File: src/rtl/conv_row_loader.sv
// rtl/conv_row_loader.sv - Raster pixel stream to MESH_W-wide row words via ping-pong buffers.
// Optional top/bottom zero-row framing is enabled by the LOADER_PAD_EN macro.
module conv_row_loader #(
  parameter int MESH_W = 20,
  parameter int MESH_H = 20,
  parameter int DW     = 12
) (
  input  logic                          ck,
  input  logic                          res,
  input  logic                          s_valid,
  output logic                          s_ready,
  input  logic [DW-1:0]                 s_data,
  input  logic                          s_last,
  output logic                          row_valid,
  input  logic                          row_ready,
  output logic [MESH_W*DW-1:0]          row_data,
  output logic [$clog2(MESH_H+2)-1:0]   row_idx,
  output logic                          row_first,
  output logic                          row_last,
  output logic                          frame_done,
  output logic                          err_frame
);

  localparam int CW = (MESH_W > 1) ? $clog2(MESH_W) : 1;
  localparam int FW = (MESH_H > 1) ? $clog2(MESH_H) : 1;
  localparam logic [CW-1:0] COL_END = CW'(MESH_W - 1);
  localparam logic [FW-1:0] ROW_END = FW'(MESH_H - 1);

`ifdef LOADER_PAD_EN
  localparam bit PAD = 1'b1;
  typedef enum logic [1:0] {PADTOP, FILL, ZFILL, PADBOT} state_t;
  localparam state_t ST_INIT  = PADTOP;
  localparam state_t END_NEXT = PADBOT;
  logic zero_all;
`else
  localparam bit PAD = 1'b0;
  typedef enum logic {FILL, ZFILL} state_t;
  localparam state_t ST_INIT  = FILL;
  localparam state_t END_NEXT = FILL;
`endif

  state_t state, state_nxt;
  logic [MESH_W*DW-1:0] rbuf [2];
  logic [1:0] full, tfirst, tlast;
  logic wr_sel, rd_sel, live;
  logic [CW-1:0] col;
  logic [FW-1:0] frow;
  logic acc, fill_end, wr_row, tag_first, tag_last, frame_end, drain;

  assign row_valid = full[rd_sel];
  assign row_data  = rbuf[rd_sel];
  assign row_first = tfirst[rd_sel];
  assign row_last  = tlast[rd_sel];
  assign drain     = full[rd_sel] && row_ready;

  always_comb begin
    state_nxt = state;
    s_ready   = 1'b0;
    acc       = 1'b0;
    fill_end  = 1'b0;
    wr_row    = 1'b0;
    tag_first = 1'b0;
    tag_last  = 1'b0;
    frame_end = 1'b0;
`ifdef LOADER_PAD_EN
    zero_all  = 1'b0;
`endif
    case (state)
      FILL: begin
        s_ready = live && !full[wr_sel];
        acc     = s_valid && s_ready;
        if (acc) begin
          if (col == COL_END) begin
            wr_row    = 1'b1;
            fill_end  = 1'b1;
            tag_first = !PAD && (frow == '0);
            tag_last  = !PAD && ((frow == ROW_END) || s_last);
            if ((frow == ROW_END) || s_last) begin
              frame_end = 1'b1;
              state_nxt = END_NEXT;
            end
          end else if (s_last) begin
            state_nxt = ZFILL;
          end
        end
      end
      // truncated row: pad the tail with zeros and close the frame in one cycle
      ZFILL: begin
        wr_row    = 1'b1;
        tag_first = !PAD && (frow == '0);
        tag_last  = !PAD;
        frame_end = 1'b1;
        state_nxt = END_NEXT;
      end
`ifdef LOADER_PAD_EN
      PADTOP: begin
        if (live && !full[wr_sel]) begin
          wr_row    = 1'b1;
          zero_all  = 1'b1;
          tag_first = 1'b1;
          state_nxt = FILL;
        end
      end
      PADBOT: begin
        if (!full[wr_sel]) begin
          wr_row    = 1'b1;
          zero_all  = 1'b1;
          tag_last  = 1'b1;
          state_nxt = PADTOP;
        end
      end
`endif
      default: state_nxt = state;
    endcase
  end

  always_ff @(posedge ck or negedge res) begin
    if (!res) begin
      state      <= ST_INIT;
      live       <= 1'b0;
      rbuf[0]    <= '0;
      rbuf[1]    <= '0;
      full       <= '0;
      tfirst     <= '0;
      tlast      <= '0;
      wr_sel     <= 1'b0;
      rd_sel     <= 1'b0;
      col        <= '0;
      frow       <= '0;
      row_idx    <= '0;
      frame_done <= 1'b0;
      err_frame  <= 1'b0;
    end else begin
      state <= state_nxt;
      live  <= 1'b1;
      if (acc)
        rbuf[wr_sel][col*DW +: DW] <= s_data;
      if (state == ZFILL) begin
        for (int c = 0; c < MESH_W; c++)
          if (CW'(c) > col)
            rbuf[wr_sel][c*DW +: DW] <= '0;
      end
`ifdef LOADER_PAD_EN
      if (zero_all)
        rbuf[wr_sel] <= '0;
`endif
      if (wr_row) begin
        full[wr_sel]   <= 1'b1;
        tfirst[wr_sel] <= tag_first;
        tlast[wr_sel]  <= tag_last;
        wr_sel         <= ~wr_sel;
      end
      if (fill_end || (state == ZFILL))
        col <= '0;
      else if (acc && !s_last)
        col <= col + 1'b1;
      if (frame_end)
        frow <= '0;
      else if (fill_end)
        frow <= frow + 1'b1;
      // s_last early, or missing/present at the wrong row boundary
      if ((acc && s_last && (col != COL_END)) ||
          (fill_end && ((frow == ROW_END) != s_last)))
        err_frame <= 1'b1;
      if (drain) begin
        full[rd_sel] <= 1'b0;
        rd_sel       <= ~rd_sel;
        row_idx      <= tlast[rd_sel] ? '0 : row_idx + 1'b1;
      end
      frame_done <= drain && tlast[rd_sel];
    end
  end

endmodule

File: config.mk
export PLATFORM = sky130hd
export DESIGN_NAME = conv_row_loader
export DESIGN_NICKNAME = d
export VERILOG_FILES = /design/src/rtl/conv_row_loader.sv
export SDC_FILE = /design/constraint.sdc
export NUM_CORES = 1
export LEC_CHECK = 0
export CAP_MARGIN = 0
export CORE_ASPECT_RATIO = 2
export CORE_MARGIN = 5
export CORE_UTILIZATION = 55
export DETAILED_ROUTE_END_ITERATION = 12
export PLACE_DENSITY = 0.88
export SYNTH_ARGS = -nofsm -noshare
export SYNTH_HDL_FRONTEND = slang
export SYNTH_SLANG_ARGS = --single-unit
File: constraint.sdc
create_clock -name ck -period 14.5 [get_ports ck]
set_input_delay 2.175 -clock ck [delete_from_list [all_inputs] [get_ports ck]]
set_output_delay 2.175 -clock ck [all_outputs]
set_load 0.1 [all_outputs]
* Word level (Yosys, flattened, before mapping)
Index checks and enable logic that the tools add are counted.
** Operators by class
- Add/sub/neg operators :: 4
- $mul :: 1
- Order comparisons :: 27
- Equality and inequality tests :: 4
- Shifts and indexed selects :: 2
- Multiplexer cells :: 148
- Bitwise gates (word level) :: 8
- Reduce and logical (&&, ||, !) cells :: 19
** Operators by type and width (count)
- $mux 480 :: 41
- $bwmux 480 :: 21
- $demux 240 s1 :: 21
- $mux 240 :: 5
- $shift 12x34->240 const A :: 1
- $shiftx 12x34->240 :: 1
- $mux 228 :: 1
- $mux 216 :: 1
- $mux 204 :: 1
- $mux 192 :: 1
- $mux 180 :: 1
- $mux 168 :: 1
- $mux 156 :: 1
- $mux 144 :: 1
- $mux 132 :: 1
- $mux 120 :: 1
- $mux 108 :: 1
- $mux 96 :: 1
- $mux 84 :: 1
- $mux 72 :: 1
- $mux 60 :: 1
- $mux 48 :: 1
- $gt 4x5->1 const A :: 8
- $mux 36 :: 1
- 32 further kinds :: 98
** Word-level totals
- Register bits :: 507
- Input port bits :: 17
- Output and inout bits :: 251
- Logic and storage cells :: 227

* Longest topological paths before layout
- Depth after elaboration :: 67
- Mapped depth :: 18
- Gate-level depth less buffers :: 14

* Worst setup path before layout
Ideal clock, no wire load.
- Path type :: register -> output
- Start point :: reg wr_sel
- End point :: out s_ready
- Data arrival time :: 3.153 ns
- Data required time :: 12.325 ns
- Setup slack :: 9.172 ns
- Stages on the path, launching flop included :: 4
- Buffers on the path :: 1
- Cell sequence :: dfrtp_1 > clkbuf_1 > mux2_2 > nor3b_1
** Between the ends
- Word-level cells in the longest chain between the ends :: 5
** RTL lines
- start, declared :: line 45 : logic wr_sel, rd_sel, live;
- start signal, assigned :: line 151 : wr_sel <= ~wr_sel;
- $mux 1 (not written as such) (2 in series) :: line 70 : s_ready = live && !full[wr_sel];
- $logic_not 1->1 :: line 70
- $logic_and 1x1->1 :: line 70
- $mux 1 :: line 68 : case (state)
- end, declared :: line 11 : output logic s_ready,
Every way passes these cells. The select of a mux whose other input is x is not followed.

* Final worst setup path
- Start point :: reg rd_sel
- End point :: out row_data[31]
** Between the ends
- Word-level cells in the longest chain between the ends :: 4
** RTL lines
- start, declared :: line 45
- start signal, assigned :: line 167 : rd_sel <= ~rd_sel;
- $not 1->2 (not written as such) :: line 51 : assign row_data = rbuf[rd_sel];
- $mux 240 (not written as such) (3 in series) :: line 51
- end, declared :: line 16 : output logic [MESH_W*DW-1:0] row_data,
Every way passes these cells. The select of a mux whose other input is x is not followed.

==> metrics <==
status completed; Cell Area, Placed 30200 µm²; Die Height 322 µm; post-synth top area share 47.3%; Synthesized Nets 2617; period utilisation layout 46.9%; synthesized flop and latch total 507; most used cell, CP buf_4; Placed Instances 3400; Synth area leader dfrtp_1; via count 23100; CTS Buffer Depth 3; RSZ-0062 raised after global routing false; Die Wd 166 µm; die area 53500 µm²; routability cong. 1.03; Distinct cells, synth 80; post-DP HPWL 71800 µm; actual slew at the worst max-slew pin 1390 ps; FMAX 147 MHz; Routed Wire Length 99700 µm; pre-CTS WS 8380 ps; Post-CTS Setup Repair Bufs 0; fin worst setup slack 7700 ps; largest net degree at the start of global routing 166; final critical-path required period 6800 ps; clk sinks 507; CP Cell Sequence buf_4 -> buf_4 -> mux2_2 -> clkdlybuf4s50_1; critical path's slowest cell clkdlybuf4s50_1; vias in the first global route 24300; design area 31900 µm²; Crit path required time 12320 ps; crit path buf inv count 3; FP Rows 114; worst-skew pair later-pin latency 590 ps; crit-path max cell delay 1170 ps; Total GRT Usage 36.2%; CORE AREA 48400 µm²; clock skew 20.9 ps; Routed WL per cell 28.6 µm; post-route insts no fill 3487; antenna violations before repair 4; yosys synthesis warning count 0; Mapped Area 26800 µm²; first-pass GRT wire length 149000 µm; Worst path top cell family by delay buffers and inverters; Max Cap Violations 0; Final Hold Viols 0; post-CTS sizing 0; Worst Setup Start Kind register; CTS Buf Count 45; clock transition at the registers of the reported paths 70 ps; synthesized instance count 2575; Worst Path Max Fanout 85; nets@finish 2851; HP Class reg2reg; H-tree depth 2; CTS tree yes; Avg Vias per Cell 6.62; Avg Inst Size Synth 10.4 µm²; grt total ovfl 0; nature of the critical path endpoint primary output; WP data arrival 4630 ps; Residual DRC 0; share of cells above drive strength 1 15.2%; setup TNS 0 ps; IO Count 268; total iterations of the first detailed-routing run 6; Post-synth EDFFs 0; Synth area leaders dfrtp_1 47%, mux2i_1 13%, mux2_2 11%, nand2_1 8.0%, o2bb2ai_1 2.3%; initial cell density of the core 55.4%; Synth async-reset ratio 100%; post-synthesis sequential area ratio 47.3%; Hold-fix buffers, CTS 0; Most used DFF post-synth dfrtp_1; setup violators final 0; remaining antenna violation count 0; IO Port Bufs 267; Max Slew Vio Count 0; Slew Limit Headroom 7.62%; kind of critical path reg2out; Root Driver clkbuf_16; synthesis-to-layout area growth 19.0%; 1st-iter DRT viols 2414
## cell usage in the layout, fill, tap and decap left out, types with 10 or more instances in the layout
master | synthesis | layout
and2_1 | 16 | 16
a21oi_1 | 64 | 62
nand2b_1 | 14 | 14
clkbuf_16 | 0 | 45
nor2_1 | 93 | 92
nand3_1 | 68 | 68
buf_4 | 0 | 38
a22o_1 | 41 | 41
inv_1 | 18 | 18
clkdlybuf4s50_1 | 0 | 266
a32o_1 | 13 | 13
nor2b_1 | 12 | 12
dfrtp_1 | 507 | 506
a31oi_1 | 12 | 10
ha_1 | 24 | 24
mux2i_1 | 345 | 345
nand2_1 | 574 | 574
o22ai_1 | 16 | 16
bufinv_16 | 0 | 11
mux2_2 | 254 | 254
o2bb2ai_1 | 70 | 70
nor3_1 | 32 | 32
o211ai_1 | 15 | 15
o21ai_0 | 74 | 73
nand4_1 | 10 | 10
and3_1 | 11 | 11
## metrics by stage
| stage | util, % | hold slack [ps] |
|---|---|---|
| 2_1_floorplan | - | 451 |
| 3_3_place_gp | 62.4 | 467 |
| 3_5_place_dp | 62.4 | 469 |
| 4_1_cts | 65.9 | 489 |
| 5_1_grt | 66.0 | 505 |
| 6_report | 66.0 | 490 |
## state kept, by name, summed over array words and instances (netlist names), 2 cells and up
| register | count |
|---|---|
| col | 5 |
| row_idx | 5 |
| tlast | 2 |
| tfirst | 2 |
| frow | 5 |
| full | 2 |
| rbuf | 480 |
## Yosys cell counts (all sizes together) (24+ instances only)
cell / n
clkbuf: 101
mux2i: 345
ha: 24
nand3: 68
nand2: 574
o2bb2ai: 70
dfrtp: 507
a21oi: 65
o21ai: 81
nor2: 100
a22o: 41
nor3: 36
mux2: 254
## per-layer routing
metal / global-route usage, % / vias up / wire length [µm]
met2: 60.0 / 1486 / 47900
met4: 32.5 / 0 / 11000
met3: 7.55 / 543 / 8030
met1: 38.8 / 11400 / 32800
li1: - / 9684 / -
met5: 0 / - / 0
## final timing paths
| kind | depth (start not counted) | slack (ps) | startpoint | endpoint |
|---|---|---|---|---|
| worst max-delay path | 4 | 7700 | rd_sel | row_data[31] |
| worst min-delay path | 1 | 490 | rbuf[479] | rbuf[479] |
| worst max register to register | 15 | 8460 | col[0] | rbuf[474] |
| worst min register to register | 1 | 490 | rbuf[479] | rbuf[479] |
| max in group asynchronous | 4 | 9600 | res | rbuf[144] |
| min in group asynchronous | 1 | 1620 | res | rbuf[418] |
## layout make-up
cell class              count  area, µm²
diodes                      4       10.0
clock buffers              56       1230
inverters                  19       71.3
flip-flops and latches    507      12700
multi-input cells        1930      13600
well taps                 638        798
repair buffers            306       2980
fillers                  3625      16500
clock inverters            27        462
## kinds of logic after synthesis
logic type,synth area share (%)
other,0.0140
buffers and inverters,1.98
adders and majority gates,1.19
muxes,23.6
AOI/OAI and AO/OA,11.2
xor gates and xnor gates,0.415
DFF,47.3
and+or+nand+nor,14.3
Power is not shown: default switching activity piles up to over one toggle a cycle in this logic, so the estimate is an artifact.
